<file path="config.mk">
export PLATFORM = sky130hd
export DESIGN_NAME = adaptive_threshold
export DESIGN_NICKNAME = d
export VERILOG_FILES = /design/src/rtl/adaptive_threshold_pkg.sv /design/src/rtl/adaptive_threshold_raster_counter.sv /design/src/rtl/adaptive_threshold.sv
export SDC_FILE = /design/constraint.sdc
export NUM_CORES = 1
export LEC_CHECK = 0
export ABC_AREA = 1
export BUFFER_PORTS_ARGS = -buffer_cell sky130_fd_sc_hd__buf_2
export CAP_MARGIN = 20
export CELL_PAD_IN_SITES_DETAIL_PLACEMENT = 0
export CELL_PAD_IN_SITES_GLOBAL_PLACEMENT = 2
export CORE_UTILIZATION = 25
export DETAILED_ROUTE_END_ITERATION = 10
export HOLD_SLACK_MARGIN = 0.06
export PLACE_DENSITY = 0.8
export RECOVER_POWER = 50
export SLEW_MARGIN = 20
export SYNTH_ARGS = -nofsm -noshare
export SYNTH_HDL_FRONTEND = slang
export SYNTH_SLANG_ARGS = --single-unit
</file>
<file path="constraint.sdc">
create_clock -name clock -period 2.7 [get_ports clock]
set_clock_uncertainty 0.1 [all_clocks]
set_input_delay 0.405 -clock clock [delete_from_list [all_inputs] [get_ports clock]]
set_output_delay 0.405 -clock clock [all_outputs]
set_load 0.05 [all_outputs]
</file>
<file path="src/rtl/adaptive_threshold_pkg.sv">
// Shared encodings for the adaptive-thresholding pipeline: phase codes,
// binary pixel levels and the threshold-stage FSM states.
package adaptive_threshold_pkg;

  localparam logic [2:0] STATE_BOX_FILTER = 3'd1;
  localparam logic [2:0] STATE_THRESHOLD  = 3'd2;

  localparam logic [7:0] PIXEL_FG = 8'd255;
  localparam logic [7:0] PIXEL_BG = 8'd0;

  typedef enum logic [1:0] {
    FSM_RUN   = 2'd0,
    FSM_DRAIN = 2'd1,
    FSM_DONE  = 2'd2
  } fsm_state_t;

endpackage

</file>
<file path="src/rtl/adaptive_threshold_raster_counter.sv">
// Raster-order pixel index with column/row split and a last-pixel flag;
// advances only when enabled, so the owner decides when to stop at the end.
module adaptive_threshold_raster_counter #(
  parameter int COL_BITS = 8,
  parameter int ROW_BITS = 8
) (
  input  logic                         clock,
  input  logic                         not_reset,
  input  logic                         i_enable,
  output logic [COL_BITS+ROW_BITS-1:0] o_pos,
  output logic [COL_BITS-1:0]          o_col,
  output logic [ROW_BITS-1:0]          o_row,
  output logic                         o_last
);

  localparam int POS_BITS = COL_BITS + ROW_BITS;

  logic [POS_BITS-1:0] r_pos;

  always_ff @(posedge clock or negedge not_reset) begin
    if (!not_reset) begin
      r_pos <= '0;
    end else if (i_enable) begin
      r_pos <= r_pos + POS_BITS'(1);
    end
  end

  // Image dimensions are powers of two, so the last index is all ones.
  assign o_last = &r_pos;
  assign o_pos  = r_pos;
  assign o_col  = r_pos[COL_BITS-1:0];
  assign o_row  = r_pos[POS_BITS-1:COL_BITS];

endmodule

</file>
<file path="src/rtl/adaptive_threshold.sv">
// Threshold stage: streams pixel/mean pairs in raster order and writes a
// binary image, one pixel per clock, with a two-clock address-to-write latency.
module adaptive_threshold
  import adaptive_threshold_pkg::*;
#(
  parameter int         WIDTH_BITS  = 8,
  parameter int         HEIGHT_BITS = 8,
  parameter int         WIDTH       = 2**WIDTH_BITS,
  parameter int         HEIGHT      = 2**HEIGHT_BITS,
  parameter int         OFFSET      = 5,
  parameter bit         INVERT      = 1'b0,
  parameter logic [2:0] STATE_ID    = STATE_THRESHOLD
) (
  input  logic                   clock,
  input  logic                   not_reset,
  input  logic [2:0]             global_state,
  output logic [WIDTH_BITS-1:0]  oImageCol,
  output logic [HEIGHT_BITS-1:0] oImageRow,
  input  logic [7:0]             iImageData,
  output logic [WIDTH_BITS-1:0]  oMeanCol,
  output logic [HEIGHT_BITS-1:0] oMeanRow,
  input  logic [7:0]             iMeanData,
  output logic [WIDTH_BITS-1:0]  oResultCol,
  output logic [HEIGHT_BITS-1:0] oResultRow,
  output logic [7:0]             oResultData,
  output logic                   oResultWren,
  output logic                   finished
);

  localparam int                  POS_BITS = WIDTH_BITS + HEIGHT_BITS;
  localparam logic [POS_BITS-1:0] LAST_POS = POS_BITS'(WIDTH * HEIGHT - 1);
  localparam logic [8:0]          OFFSET_9 = 9'(OFFSET);

  fsm_state_t r_state;
  logic                   r_s1_valid;
  logic [POS_BITS-1:0]    r_s1_pos;
  logic [POS_BITS-1:0]    r_wr_pos;
  logic [7:0]             r_result_data;
  logic                   r_result_wren;
  logic                   r_finished;

  logic                   w_active;
  logic                   w_advance;
  logic                   w_rd_last;
  logic [POS_BITS-1:0]    w_rd_pos;
  logic [WIDTH_BITS-1:0]  w_rd_col;
  logic [HEIGHT_BITS-1:0] w_rd_row;
  logic [8:0]             w_sum;
  logic                   w_fg;
  logic [7:0]             w_cmp;

  assign w_active  = (global_state == STATE_ID);
  assign w_advance = (r_state == FSM_RUN) && w_active && !w_rd_last;

  adaptive_threshold_raster_counter #(
    .COL_BITS (WIDTH_BITS),
    .ROW_BITS (HEIGHT_BITS)
  ) u_rd_counter (
    .clock     (clock),
    .not_reset (not_reset),
    .i_enable  (w_advance),
    .o_pos     (w_rd_pos),
    .o_col     (w_rd_col),
    .o_row     (w_rd_row),
    .o_last    (w_rd_last)
  );

  // Stage 1: one address per active clock; the last one moves us to DRAIN
  // while its read is still in flight.
  always_ff @(posedge clock or negedge not_reset) begin
    if (!not_reset) begin
      r_state    <= FSM_RUN;
      r_s1_valid <= 1'b0;
      r_s1_pos   <= '0;
    end else begin
      case (r_state)
        FSM_RUN: begin
          r_s1_valid <= w_active;
          if (w_active) begin
            r_s1_pos <= w_rd_pos;
            if (w_rd_last) begin
              r_state <= FSM_DRAIN;
            end
          end
        end
        FSM_DRAIN: begin
          r_s1_valid <= 1'b0;
          if (r_s1_valid) begin
            r_state <= FSM_DONE;
          end
        end
        FSM_DONE: begin
          r_s1_valid <= 1'b0;
        end
        default: begin
          r_state    <= FSM_DONE;
          r_s1_valid <= 1'b0;
        end
      endcase
    end
  end

  // 9-bit sum so a large offset can never wrap past the mean.
  assign w_sum = {1'b0, iImageData} + OFFSET_9;
  assign w_fg  = (w_sum > {1'b0, iMeanData});
  assign w_cmp = (w_fg ^ INVERT) ? PIXEL_FG : PIXEL_BG;

  // Stage 2 runs regardless of phase so a read issued before a pause completes.
  always_ff @(posedge clock or negedge not_reset) begin
    if (!not_reset) begin
      r_result_wren <= 1'b0;
      r_result_data <= PIXEL_BG;
      r_wr_pos      <= '0;
      r_finished    <= 1'b0;
    end else begin
      r_result_wren <= r_s1_valid;
      r_wr_pos      <= r_s1_pos;
      if (r_s1_valid) begin
        r_result_data <= w_cmp;
      end
      if (r_result_wren && (r_wr_pos == LAST_POS)) begin
        r_finished <= 1'b1;
      end
    end
  end

  assign oImageCol   = w_rd_col;
  assign oImageRow   = w_rd_row;
  assign oMeanCol    = w_rd_col;
  assign oMeanRow    = w_rd_row;
  assign oResultCol  = r_wr_pos[WIDTH_BITS-1:0];
  assign oResultRow  = r_wr_pos[POS_BITS-1:WIDTH_BITS];
  assign oResultData = r_result_data;
  assign oResultWren = r_result_wren;
  assign finished    = r_finished;

endmodule

</file>
== Word-level counts from Yosys, hierarchy flattened ==
Cells that the tools add are included.

* Register bits after elaboration: 61
* Bits in latches: 0
* RAM bits: 0
* Memory bits (read-only): 0
* Bits of input ports: 21
* Logic and storage cells: 33
* Memories kept: 0

* Add/subtract/negate cells: 2
* $mul: 0
* Div/mod/pow operators: 0
* Order comparisons: 1
* Equal/unequal tests: 7
* Shift-type cells: 0
* Muxes and demuxes: 6
* Bitwise gates (word level): 1
* Reductions and logical operators: 8

{| class="wikitable"
|+ Operators by type and width
! cell !! count
|-
| $add A16 B1 Y16 const B || 1
|-
| $eq A16 B16 Y1 const B || 1
|-
| $reduce_and A16 Y1 || 1
|-
| $add A8 B3 Y9 const B || 1
|-
| $gt A9 B8 Y1 || 1
|-
| $mux W8 || 1
|-
| $mux W2 || 3
|-
| $ne A2 B2 Y1 const B || 3
|-
| $pmux W2 S3 || 1
|-
| $reduce_and A4 Y1 || 1
|-
| $eq A3 B2 Y1 const B || 1
|-
| $logic_and A1 B1 Y1 || 3
|-
| $eq A2 B1 Y1 const B || 1
|-
| $eq A2 B2 Y1 const B || 1
|-
| $logic_not A2 Y1 || 1
|-
| $reduce_and A2 Y1 || 1
|-
| $logic_not A1 Y1 || 1
|-
| $mux W1 || 1
|-
| $not A1 Y1 || 1
|}

== Logic depth before layout (Yosys ltp) ==
Gate-level depths: netlist of run 1.

* Word-level depth: 4
* Mapped depth: 14
* Depth with buffers taken out: 14

== Cells and area by module ==
A second synthesis of run 1 with hierarchy kept.

* Cell total of the unflattened synthesis: 316
* Area, all modules: 2798.9 um^2

{| class="wikitable"
|+ By module, submodules not included
! module !! times used !! cells an instance !! area an instance (um^2) !! seq. area each (um^2)
|-
| adaptive_threshold || 1 || 198 || 1830.5 || 950.9
|-
| adaptive_threshold_raster_counter || 1 || 118 || 968.4 || 400.4
|}

== Least setup slack after synthesis of run 1 ==
Ideal clock, no wire load.

* Kind: reg2reg
* Start point: register u_rd_counter.r_pos[0], in the netlist u_rd_counter.o_pos[0]
* End point: register u_rd_counter.r_pos[10], in the netlist u_rd_counter.o_pos[10]
* Library setup time: 0.120 ns
* Arrival time: 1.737 ns
* Required time: 2.480 ns
* Path slack: 0.743 ns
* Cell stages (with the launch flop): 10
* Cell sequence: dfrtp_1 -> ha_1 -> nand3_1 -> nor3_2 -> nand3_1 -> nand2_2 -> inv_2 -> buf_6 -> nand3_1 -> nand2_1

* Word-level cells in the longest chain between the ends: 3
* Elaborated cells on any way between the ends: 4
* Those cells by class: add/sub (1); reduce/logical (3)

{| class="wikitable"
|+ Ends and longest elaborated chain
! what !! RTL line !! text
|-
| start: declaration || adaptive_threshold_raster_counter.sv:18 || <nowiki>logic [POS_BITS-1:0] r_pos;</nowiki>
|-
| start signal: assignment || adaptive_threshold_raster_counter.sv:24 || <nowiki>r_pos <= r_pos + POS_BITS'(1);</nowiki>
|-
| parallel branches: the longest is 3 deep, another holds $add A16 B1 Y16 || -- ||
|}

Parallel ways; which one is timed is not known.
A chain may end at the register's enable or synchronous reset.

== Final worst setup path of run 1 ==
* Start point: register u_rd_counter.r_pos[0], in the netlist u_rd_counter.o_pos[0]
* End point: register u_rd_counter.r_pos[6], in the netlist u_rd_counter.o_pos[6]

The elaborated chain is that of the path after synthesis.

==> reports/results.ini, run 1 <==
[drt]
wl_per_cell_um = 11.4
vias = 2115
drc = 0
dr.pass1.iters = 4
drtAntennaViolNets = 0
viasPerCell = 4.16
routed_wl_um = 5820
drt_iter0_drc = 99

[yosys]
synthFlopType = dfrtp_1
yosys-top-cells-area = dfrtp_1, nand2_1, buf_4
synth.avg_cell_area_um2 = 8.59
yosysTopAreaCellShare = 0.503
synth_edf_count = 0
async_reset_ff_frac = 1.00
synth-seq-cells = 54
synth_commonest_cells = nand2_1, dfrtp_1, inv_1
synthesis.nets = 344
synth_area_um2 = 2690
synth_largest_area_cell = dfrtp_1
postSynthCellCount = 313
synth_most_common_cell = nand2_1
yosysSeqAreaShare = 0.503
yosysWarnings = 0
ys_types = 23

[place]
dp.cells = 500
port_buffers = 78
hpwl_um = 4600
place_congestion = 0.773

[die]
dieHeight_um = 106
die_area_um2 = 11200
core_area_um2 = 10400
initial_core_util = 0.259
ios = 79
rows = 37
die_w_um = 106

[final_layout]
nets = 403
layoutNonFillerInstCount = 509
fillers = 1151
fin_util = 0.302
num_antenna_cells = 0
syn_to_final_growth_pct = 16.4
drive_gt1_frac = 0.161

[setup_path]
timing.critical_path.required_ns = 2.79
worstPathCellList = ha_1 -> nand3_1 -> nor3_2 -> nand3_1 -> nand2_2 -> inv_2 -> nand3_1 -> nand2_1
slowest_delay_ns = 0.46
startpoint_type = register
arrival_ns = 2.12
critical_path_class = reg -> reg
slowest_stage = dfrtp_1
cp_max_fo = 20
cp-end-kind = register
cp_common_cell = nand3_1

[power_and_ir_drop]
ir_worst_vdd_v = 0.000167
leakagePower_nw = 1.57
p_per_area_nw_per_um2 = 456

[clock_network]
cts_resized = 0
clockBufferDepth = 2
holdBufCountCts = 1
cts.sinks = 54
htreeDepth = 2
cts_setup_buffers = 0
cts.clk_slew.worst_paths_ns = 0.09
cts_buffers = 5
tritoncts = yes
clk_latency_ns = 0.30
cts_root_buf = clkbuf_8

[sta]
maxSlewHeadroom = 0.322
worst_slew_pin_slew_ns = 1.02
finalSetupViolCount = 0
hold_viol_final = 0
hold_ws_ns = 0.283
rsz0062_at_grt = no
slew_viol_final = 0
min_period_over_period = 0.751
period_minus_slack_ns = 2.03
fmax_ghz = 0.493
tns_ns = 0

[worst_hold_path]
holdCritPathClass = reg -> reg

[job]
cap_violations = 0

[run_status]
outcome = finished clean

[global_route]
grt_usage = 0.111
grt_first_pass_wirelength_um = 9770
grt_pass1_vias = 2009
antenna_found_initial = 0
overflow = 0
grt_max_degree = 36

power by group:
part	internal (W)	leakage, nW	switching, W
Sequential	0.000808	0.708	0
Combinational	0.0000372	0.806	0.0000542
Clock	0.000277	0.0514	0.000251
worst max-delay path, delay by kind of cell (launching register included):
kind          cells  cell delay, ns
fa+ha+maj         1            0.22
buf+inv           1            0.21
simple gates      6            0.92
flops             1            0.46
final cells by class:
| class | instances | area, um2 | area share |
|---|---|---|---|
| flip-flops and latches | 54 | 1350 | 0.432 |
| multi-input cells | 191 | 977 | 0.312 |
| repair buffers | 81 | 375 | 0.120 |
| well taps | 136 | 170 | 0.0544 |
| inverters | 39 | 146 | 0.0468 |
| clock buffers | 6 | 72.6 | 0.0232 |
| clock inverters | 2 | 37.5 | 0.0120 |
sequential cells by signal, summed over array words and instances (netlist names):
name / count
oResultData: 1
r_s1_valid: 1
r_wr_pos: 16
r_s1_pos: 16
finished: 1
r_state: 2
u_rd_counter.o_pos: 16
oResultWren: 1
final timing paths:
check	from	endpoint	slack, ns	depth (start not counted)
min in group asynchronous	not_reset	r_wr_pos[1]$_DFF_PN0_	0.68	2
max in group asynchronous	not_reset	r_s1_pos[2]$_DFFE_PN0P_	0.82	3
setup / recovery	u_rd_counter.o_pos[0]$_DFFE_PN0P_	u_rd_counter.o_pos[6]$_DFFE_PN0P_	0.67	8
hold reg to reg	r_s1_pos[2]$_DFFE_PN0P_	r_wr_pos[2]$_DFF_PN0_	0.28	0
setup reg to reg	u_rd_counter.o_pos[0]$_DFFE_PN0P_	u_rd_counter.o_pos[6]$_DFFE_PN0P_	0.67	8
hold / removal	r_s1_pos[2]$_DFFE_PN0P_	r_wr_pos[2]$_DFF_PN0_	0.28	0
cell usage in the layout (no fill, tap or decap), types with 7 or more instances in the layout:
cell	count
buf_2	49
clkbuf_1	31
dfrtp_1	54
ha_1	10
inv_1	38
nand2_1	74
nand3_1	19
nand4_1	7
nor2_1	22
nor3_1	8
o21ai_0	22
xor2_1	8
logic make-up after synthesis:
logic type / count (synthesis) / synth area share
DFF: 54 / 0.503
and+or+nand+nor: 134 / 0.211
AOI/OAI and AO/OA: 37 / 0.0731
xor gates and xnor gates: 10 / 0.0326
buffers and inverters: 68 / 0.134
adders and majority gates: 10 / 0.0465
metal layers:
layer	up-vias	global-route usage	routed length, um
met3	5	0.0229	273
met2	54	0.174	2660
met5	-	0	0
li1	1094	-	-
met4	0	0.0327	69
met1	962	0.153	2810
metrics by stage:
stage | area (um2) | total power, W | setup WS, ns
after global routing | 3130 | 0.00150 | 0.425
after floorplan | 2690 | 0.000872 | 0.743
final | 3130 | 0.00143 | 0.673
after CTS | 3170 | 0.00145 | 0.623
after detailed placement | 3050 | 0.000917 | 0.557
after global placement | 3050 | 0.000917 | 0.586
(Power assumes the default switching activity.)
==> inputs of run 2 (changes only) <==
Settings changed: ABC_AREA 1 to 0.
Clock period 2.7 ns to 1.7 ns, I/O delays scaled along.
==> reports/results.ini, run 2 <==
[clock_network]
cts.clk_slew.worst_paths_ns = 0.10  ; was 0.09 ns
tritoncts = yes  ; unchanged
clk_latency_ns = 0.31  ; was 0.30 ns
htreeDepth = 2  ; unchanged
cts_root_buf = clkbuf_8  ; unchanged
clockBufferDepth = 2  ; unchanged
cts_buffers = 5  ; unchanged
cts.sinks = 54  ; unchanged

[final_layout]
syn_to_final_growth_pct = 39.0  ; was 16.4%
drive_gt1_frac = 0.499  ; was 0.161
layout_common_cells = buf_2, nand2_1, dfrtp_1  ; was nand2_1, dfrtp_1, buf_2
num_antenna_cells = 0  ; unchanged
final_common_cell = buf_2  ; was nand2_1
fillers = 966  ; was 1151
nets = 365  ; was 403

[global_route]
overflow = 0  ; unchanged
grt_max_degree = 36  ; unchanged
grt_pass1_vias = 1882  ; was 2009
grt_first_pass_wirelength_um = 8970  ; was 9770 um
antenna_found_initial = 0  ; unchanged
grt_usage = 0.114  ; was 0.111

[drt]
vias = 1954  ; was 2115
wl_per_cell_um = 12.4  ; was 11.4 um
viasPerCell = 4.21  ; was 4.16
dr.pass1.iters = 4  ; unchanged
drc = 0  ; unchanged
drt_iter0_drc = 66  ; was 99
drtAntennaViolNets = 0  ; unchanged
routed_wl_um = 5770  ; was 5820 um

[yosys]
synth_most_common_cell = nand2_1  ; unchanged
yosysWarnings = 0  ; unchanged
ys_types = 37  ; was 23
yosysTopAreaCellShare = 0.548  ; was 0.503
synth_edf_count = 0  ; unchanged
synth-seq-cells = 54  ; unchanged
synth.avg_cell_area_um2 = 10.6  ; was 8.59 um2
postSynthCellCount = 232  ; was 313
synth_area_um2 = 2470  ; was 2690 um2
yosys-top-cells-area = dfrtp_1, nand2_1, buf_4  ; unchanged
synthFlopType = dfrtp_1  ; unchanged
async_reset_ff_frac = 1.00  ; unchanged
synthesis.nets = 263  ; was 344
synth_commonest_cells = nand2_1, dfrtp_1, buf_4  ; was nand2_1, dfrtp_1, inv_1
synth_largest_area_cell = dfrtp_1  ; unchanged
yosysSeqAreaShare = 0.548  ; was 0.503

[job]
cap_violations = 0  ; unchanged

[sta]
period_minus_slack_ns = 1.89  ; was 2.03 ns
hold_viol_final = 0  ; unchanged
finalSetupViolCount = 30  ; was 0
min_period_over_period = 1.11  ; was 0.751
worst_slew_pin_slew_ns = 0.740  ; was 1.02 ns
rsz0062_at_grt = yes  ; was no
slew_viol_final = 0  ; unchanged
maxSlewHeadroom = 0.506  ; was 0.322
fmax_ghz = 0.530  ; was 0.493 GHz
timing.final.ws_setup_ns = -0.188  ; was 0.673 ns
hold_ws_ns = 0.202  ; was 0.283 ns

[place]
place_congestion = 0.779  ; was 0.773
hpwl_um = 4340  ; was 4600 um
post-place-ws_ns = -0.248  ; was 0.557 ns
port_buffers = 78  ; unchanged

[die]
ios = 79  ; unchanged
rows = 35  ; was 37
dieHeight_um = 101  ; was 106 um
core_area_um2 = 9420  ; was 10400 um2
die_w_um = 101  ; was 106 um
initial_core_util = 0.262  ; was 0.259
die_area_um2 = 10300  ; was 11200 um2

[setup_path]
cp_max_fo = 5  ; was 20
r2r_slack_ns = -0.19  ; was 0.67 ns
timing.critical_path.required_ns = 1.80  ; was 2.79 ns
r2r_start = r_state[0]$_DFFE_PN0P_  ; was u_rd_counter.o_pos[0]$_DFFE_PN0P_
cp-end-kind = register  ; unchanged
reg2reg_to = u_rd_counter.o_pos[9]$_DFFE_PN0P_  ; was u_rd_counter.o_pos[6]$_DFFE_PN0P_
arrival_ns = 1.99  ; was 2.12 ns
reg2reg_depth = 7  ; was 8
critical_path_class = reg -> reg  ; unchanged
startpoint_type = register  ; unchanged

[worst_hold_path]
min_delay_worst_endpoint = r_state[0]$_DFFE_PN0P_  ; was r_wr_pos[2]$_DFF_PN0_
hold-path-cell-count = 3  ; was 0
holdCritPathClass = in -> reg  ; was reg -> reg
worstHoldStart = global_state[0]  ; was r_s1_pos[2]$_DFFE_PN0P_

[power_and_ir_drop]
p_clk_frac = 0.194  ; was 0.370
p_per_area_nw_per_um2 = 1080  ; was 456 nW/um2
p_switching_w = 0.00155  ; was 0.000305 W
leakagePower_nw = 1.84  ; was 1.57 nW
swShare = 0.421  ; was 0.214
power_frac_seq = 0.419  ; was 0.566
combPwrFrac = 0.387  ; was 0.064
ir_worst_vdd_v = 0.000441  ; was 0.000167 V
p_int_w = 0.00214  ; was 0.00112 W

[run_status]
outcome = complete, but fails checks  ; was finished clean
violations = setup timing

## run 2: cell types whose count changed after synthesis, sizes merged, moves of 4 or more
cell | previous run | this run
xor2 | 8 | 2
nand3 | 19 | 2
xnor2 | 2 | 15
nand2 | 75 | 61
nand4 | 7 | 11
o21ai | 28 | 5
inv | 39 | 8
nor3 | 9 | 0
nor2 | 22 | 3
## run 2: worst max-delay path, stage by stage, from the launching register on
cell,delay (ns)
dfrtp_1,0.39
or4_4,0.56
buf_4,0.17
inv_4,0.05
o21a_4,0.14
buf_4,0.11
nand4_1,0.11
xnor2_1,0.14
## run 2: power by group through the flow
stage / sequential [W] / combinational (W) / clock, W
3_5_place_dp: 0.00158 / 0.00141 / 0
4_1_cts: 0.00155 / 0.00143 / 0.000741
2_1_floorplan: 0.00193 / 0.000751 / 0
6_report: 0.00155 / 0.00143 / 0.000715
5_1_grt: 0.00157 / 0.00153 / 0.000787
3_3_place_gp: 0.00157 / 0.00140 / 0
## run 2: logic make-up after synthesis
group	count (synthesis)	synth area share
fa+ha+maj	10	0.0507
xor+xnor	17	0.0604
simple gates	93	0.184
flops	54	0.548
mux	2	0.00913
buf+inv	35	0.0918
compound gates	21	0.0563
## run 2: repair_timing
item                                   CTS  global route
endpoints found under the hold margin   54             0
cloned                                   0             1
resized for setup                       13            14
buffers inserted                         1             4
pin swaps                                7            13
hold buffers                             1             0
setup endpoints to repair               14            31
## run 2: cell type report
cell class	instances	area (um2)	area share
Clock inverter	2	16.3	0.00475
Sequential cell	54	1370	0.400
Tap cell	129	161	0.0471
Inverter	8	32.5	0.00949
Timing Repair Buffer	122	758	0.221
Clock buffer	6	72.6	0.0212
Multi-Input combinational cell	143	1020	0.296
## run 2: per-stage QoR
| stage | utilization | area, um2 | instances | TNS (ns) | total power [W] |
|---|---|---|---|---|---|
| after floorplan | - | 2530 | 232 | -0.860 | 0.00268 |
| after global placement | 0.338 | 3180 | 450 | -1.67 | 0.00297 |
| after detailed placement | 0.338 | 3180 | 450 | -1.94 | 0.00299 |
| after CTS | 0.354 | 3330 | 460 | -1.15 | 0.00372 |
| after global routing | 0.364 | 3430 | 464 | -3.81 | 0.00389 |
| final | 0.364 | 3430 | 464 | -2.17 | 0.00369 |
## run 2: worst max-delay path by stage
stage	slack, ns	startpoint	depth (start not counted)	to
3_5_place_dp	-0.25	iImageData[0]	9	oResultData[6]$_DFFE_PN0P_
2_1_floorplan	-0.16	u_rd_counter.o_pos[0]$_DFFE_PN0P_	6	u_rd_counter.o_pos[1]$_DFFE_PN0P_
4_1_cts	-0.20	r_state[0]$_DFFE_PN0P_	5	u_rd_counter.o_pos[14]$_DFFE_PN0P_
6_report	-0.19	r_state[0]$_DFFE_PN0P_	7	u_rd_counter.o_pos[9]$_DFFE_PN0P_
5_1_grt	-0.29	r_state[0]$_DFFE_PN0P_	5	u_rd_counter.o_pos[14]$_DFFE_PN0P_
3_3_place_gp	-0.23	iImageData[0]	9	oResultData[6]$_DFFE_PN0P_
## run 2: per-layer routing
metal  wire (um)  global-route usage  up-vias
met1        2630               0.140      934
li1            -                   -      967
met2        2810               0.196       46
met5           0                   0        -
met4          63              0.0368        0
met3         267              0.0290        7
==> inputs of run 3 (changes only) <==
Settings changed: ABC_AREA 0 to 1, PLACE_DENSITY 0.8 to 0.82.
==> reports/results.ini, run 3 (same netlist as run 1, synthesis figures left out) <==
[clock_network]
cts_buffers = 5  ; unchanged
cts.sinks = 54  ; unchanged
tritoncts = yes  ; unchanged
htreeDepth = 2  ; unchanged
clockBufferDepth = 2  ; unchanged
cts.clk_slew.worst_paths_ns = 0.09  ; was 0.10 ns
clk_latency_ns = 0.30  ; was 0.31 ns
cts_root_buf = clkbuf_8  ; unchanged

[setup_path]
cp_max_fo = 3  ; was 5
slowest_delay_ns = 0.28  ; was 0.56 ns
r2r_slack_ns = 0.13  ; was -0.19 ns
cp-end-kind = register  ; unchanged
timing.critical_path.required_ns = 1.79  ; was 1.80 ns
cp_common_cell = nor2_1  ; was buf_4
startpoint_type = input pin  ; was register
path_buf_inv = 1  ; was 3
worstPathCellList = buf_2 -> ha_4 -> nor2_4 -> nor2_1 -> nor2_1 -> a21oi_2 -> ha_1 -> a21o_1 -> nor2_1 -> nor2_1 -> nor2_1 -> nand2_1 -> nand2_1 -> nand2_1  ; was or4_4 -> buf_4 -> inv_4 -> o21a_4 -> buf_4 -> nand4_1 -> xnor2_1
slowest_stage = ha_1  ; was or4_4
cpLargestDelayFamily = simple AND/OR/NAND/NOR gates  ; unchanged
arrival_ns = 1.72  ; was 1.99 ns
critical_path_class = in -> reg  ; was reg -> reg

[sta]
finalSetupViolCount = 0  ; was 30
timing.final.ws_setup_ns = 0.0700  ; was -0.188 ns
rsz0062_at_grt = yes  ; unchanged
slew_viol_final = 0  ; unchanged
fmax_ghz = 0.614  ; was 0.530 GHz
hold_viol_final = 0  ; unchanged
worst_slew_pin_slew_ns = 0.737  ; was 0.740 ns
maxSlewHeadroom = 0.508  ; was 0.506
min_period_over_period = 0.959  ; was 1.11
period_minus_slack_ns = 1.63  ; was 1.89 ns

[drt]
routed_wl_um = 6020  ; was 5770 um
wl_per_cell_um = 11.5  ; was 12.4 um
drt_iter0_drc = 71  ; was 66
viasPerCell = 4.17  ; was 4.21
drtAntennaViolNets = 0  ; unchanged
drc = 0  ; unchanged
dr.pass1.iters = 4  ; unchanged
vias = 2184  ; was 1954

[final_layout]
nets = 418  ; was 365
fin_util = 0.324  ; was 0.364
final_common_cell = nand2_1  ; was buf_2
num_antenna_cells = 0  ; unchanged
drive_gt1_frac = 0.302  ; was 0.499
fillers = 1119  ; was 966
layout_common_cells = nand2_1, buf_2, dfrtp_1  ; was buf_2, nand2_1, dfrtp_1
syn_to_final_growth_pct = 25.1  ; was 39.0%

[die]
initial_core_util = 0.259  ; was 0.262
die_area_um2 = 11200  ; was 10300 um2
core_area_um2 = 10400  ; was 9420 um2
dieHeight_um = 106  ; was 101 um
die_w_um = 106  ; was 101 um
ios = 79  ; unchanged
rows = 37  ; was 35

[place]
place_congestion = 0.781  ; was 0.779
port_buffers = 78  ; unchanged
post-place-ws_ns = -0.246  ; was -0.248 ns
hpwl_um = 4660  ; was 4340 um

[global_route]
overflow = 0  ; unchanged
antenna_found_initial = 0  ; unchanged
grt_pass1_vias = 2059  ; was 1882
grt_first_pass_wirelength_um = 9700  ; was 8970 um
grt_usage = 0.109  ; was 0.114
grt_max_degree = 55  ; was 36

[power_and_ir_drop]
p_per_area_nw_per_um2 = 679  ; was 1080 nW/um2
ir_worst_vdd_v = 0.000284  ; was 0.000441 V
leakagePower_nw = 1.73  ; was 1.84 nW

[worst_hold_path]
holdCritPathClass = in -> reg  ; unchanged

[run_status]
outcome = finished clean  ; was complete, but fails checks

[job]
cap_violations = 0  ; unchanged

[run 3: cell count changes in the layout (fill, tap and decap cells not counted), moves of 6 or more]
cell      before  now
nor2_1         1   21
xnor2_1       13    2
nor3_1         0    6
nand3_1        2   17
buf_2         78   71
o21ai_0        3   22
clkbuf_1       2    8
inv_1          7   37
buf_4         36   15
xor2_1         2    8
nand2_1       57   74
[run 3: cell type report]
type	instances	area, um2	share of cell area
Sequential cell	54	1360	0.406
Clock buffer	6	72.6	0.0216
Timing Repair Buffer	96	523	0.156
Tap cell	136	170	0.0506
Inverter	39	149	0.0443
Clock inverter	2	37.5	0.0112
Multi-Input combinational cell	191	1050	0.311
[run 3: final timing paths]
path | from | end | cells after the start
worst max-delay path | iImageData[0] | oResultData[6]$_DFFE_PN0P_ | 14
worst min-delay path | global_state[0] | r_s1_valid$_DFF_PN0_ | 3
worst max register to register | u_rd_counter.o_pos[7]$_DFFE_PN0P_ | u_rd_counter.o_pos[14]$_DFFE_PN0P_ | 6
worst min register to register | r_s1_pos[0]$_DFFE_PN0P_ | r_wr_pos[0]$_DFF_PN0_ | 0
max in group asynchronous | not_reset | u_rd_counter.o_pos[1]$_DFFE_PN0P_ | 3
min in group asynchronous | not_reset | finished$_DFFE_PN0P_ | 3
[run 3: report_power, final]
group / total [W] / leakage [nW] / switching [W] / internal, W
clock network: 0.000840 / 0.0514 / 0.000400 / 0.000440
registers: 0.00128 / 0.698 / 0 / 0.00128
logic: 0.000160 / 0.978 / 0.0000911 / 0.0000685
[run 3: per-layer routing]
layer / wire length [um] / vias to the layer above / track usage
met3: 221 / 2 / 0.0198
li1: - / 1126 / -
met2: 2650 / 61 / 0.172
met5: 0 / - / 0
met4: 38 / 0 / 0.0298
met1: 3110 / 995 / 0.153
[run 3: metrics by stage]
step	hold slack, ns	TNS, ns	instance area [um2]	total power [W]	cells
2_1_floorplan	-0.141	-0.334	2750	0.00139	313
3_3_place_gp	0.169	-0.226	3230	0.00147	514
3_5_place_dp	0.174	-0.246	3230	0.00147	514
4_1_cts	0.208	0	3350	0.00234	523
5_1_grt	0.213	-0.0673	3360	0.00241	524
6_report	0.211	0	3360	0.00228	524
[run 3: worst reg2reg max path: stages (launching register included)]
cell and delay (ns):
dfrtp_2 0.44, nand2_1 0.13, nor3_1 0.38, nand3_1 0.15
xor2_1 0.17, nand2_1 0.06, nand2_1 0.05
[run 3: what timing repair did]
action / CTS / global route
hold buffers: 1 / 0
resized for setup: 0 / 8
endpoints found under the setup margin: 0 / 17
setup buffers: 0 / 1
endpoints found under the hold margin: 54 / 0
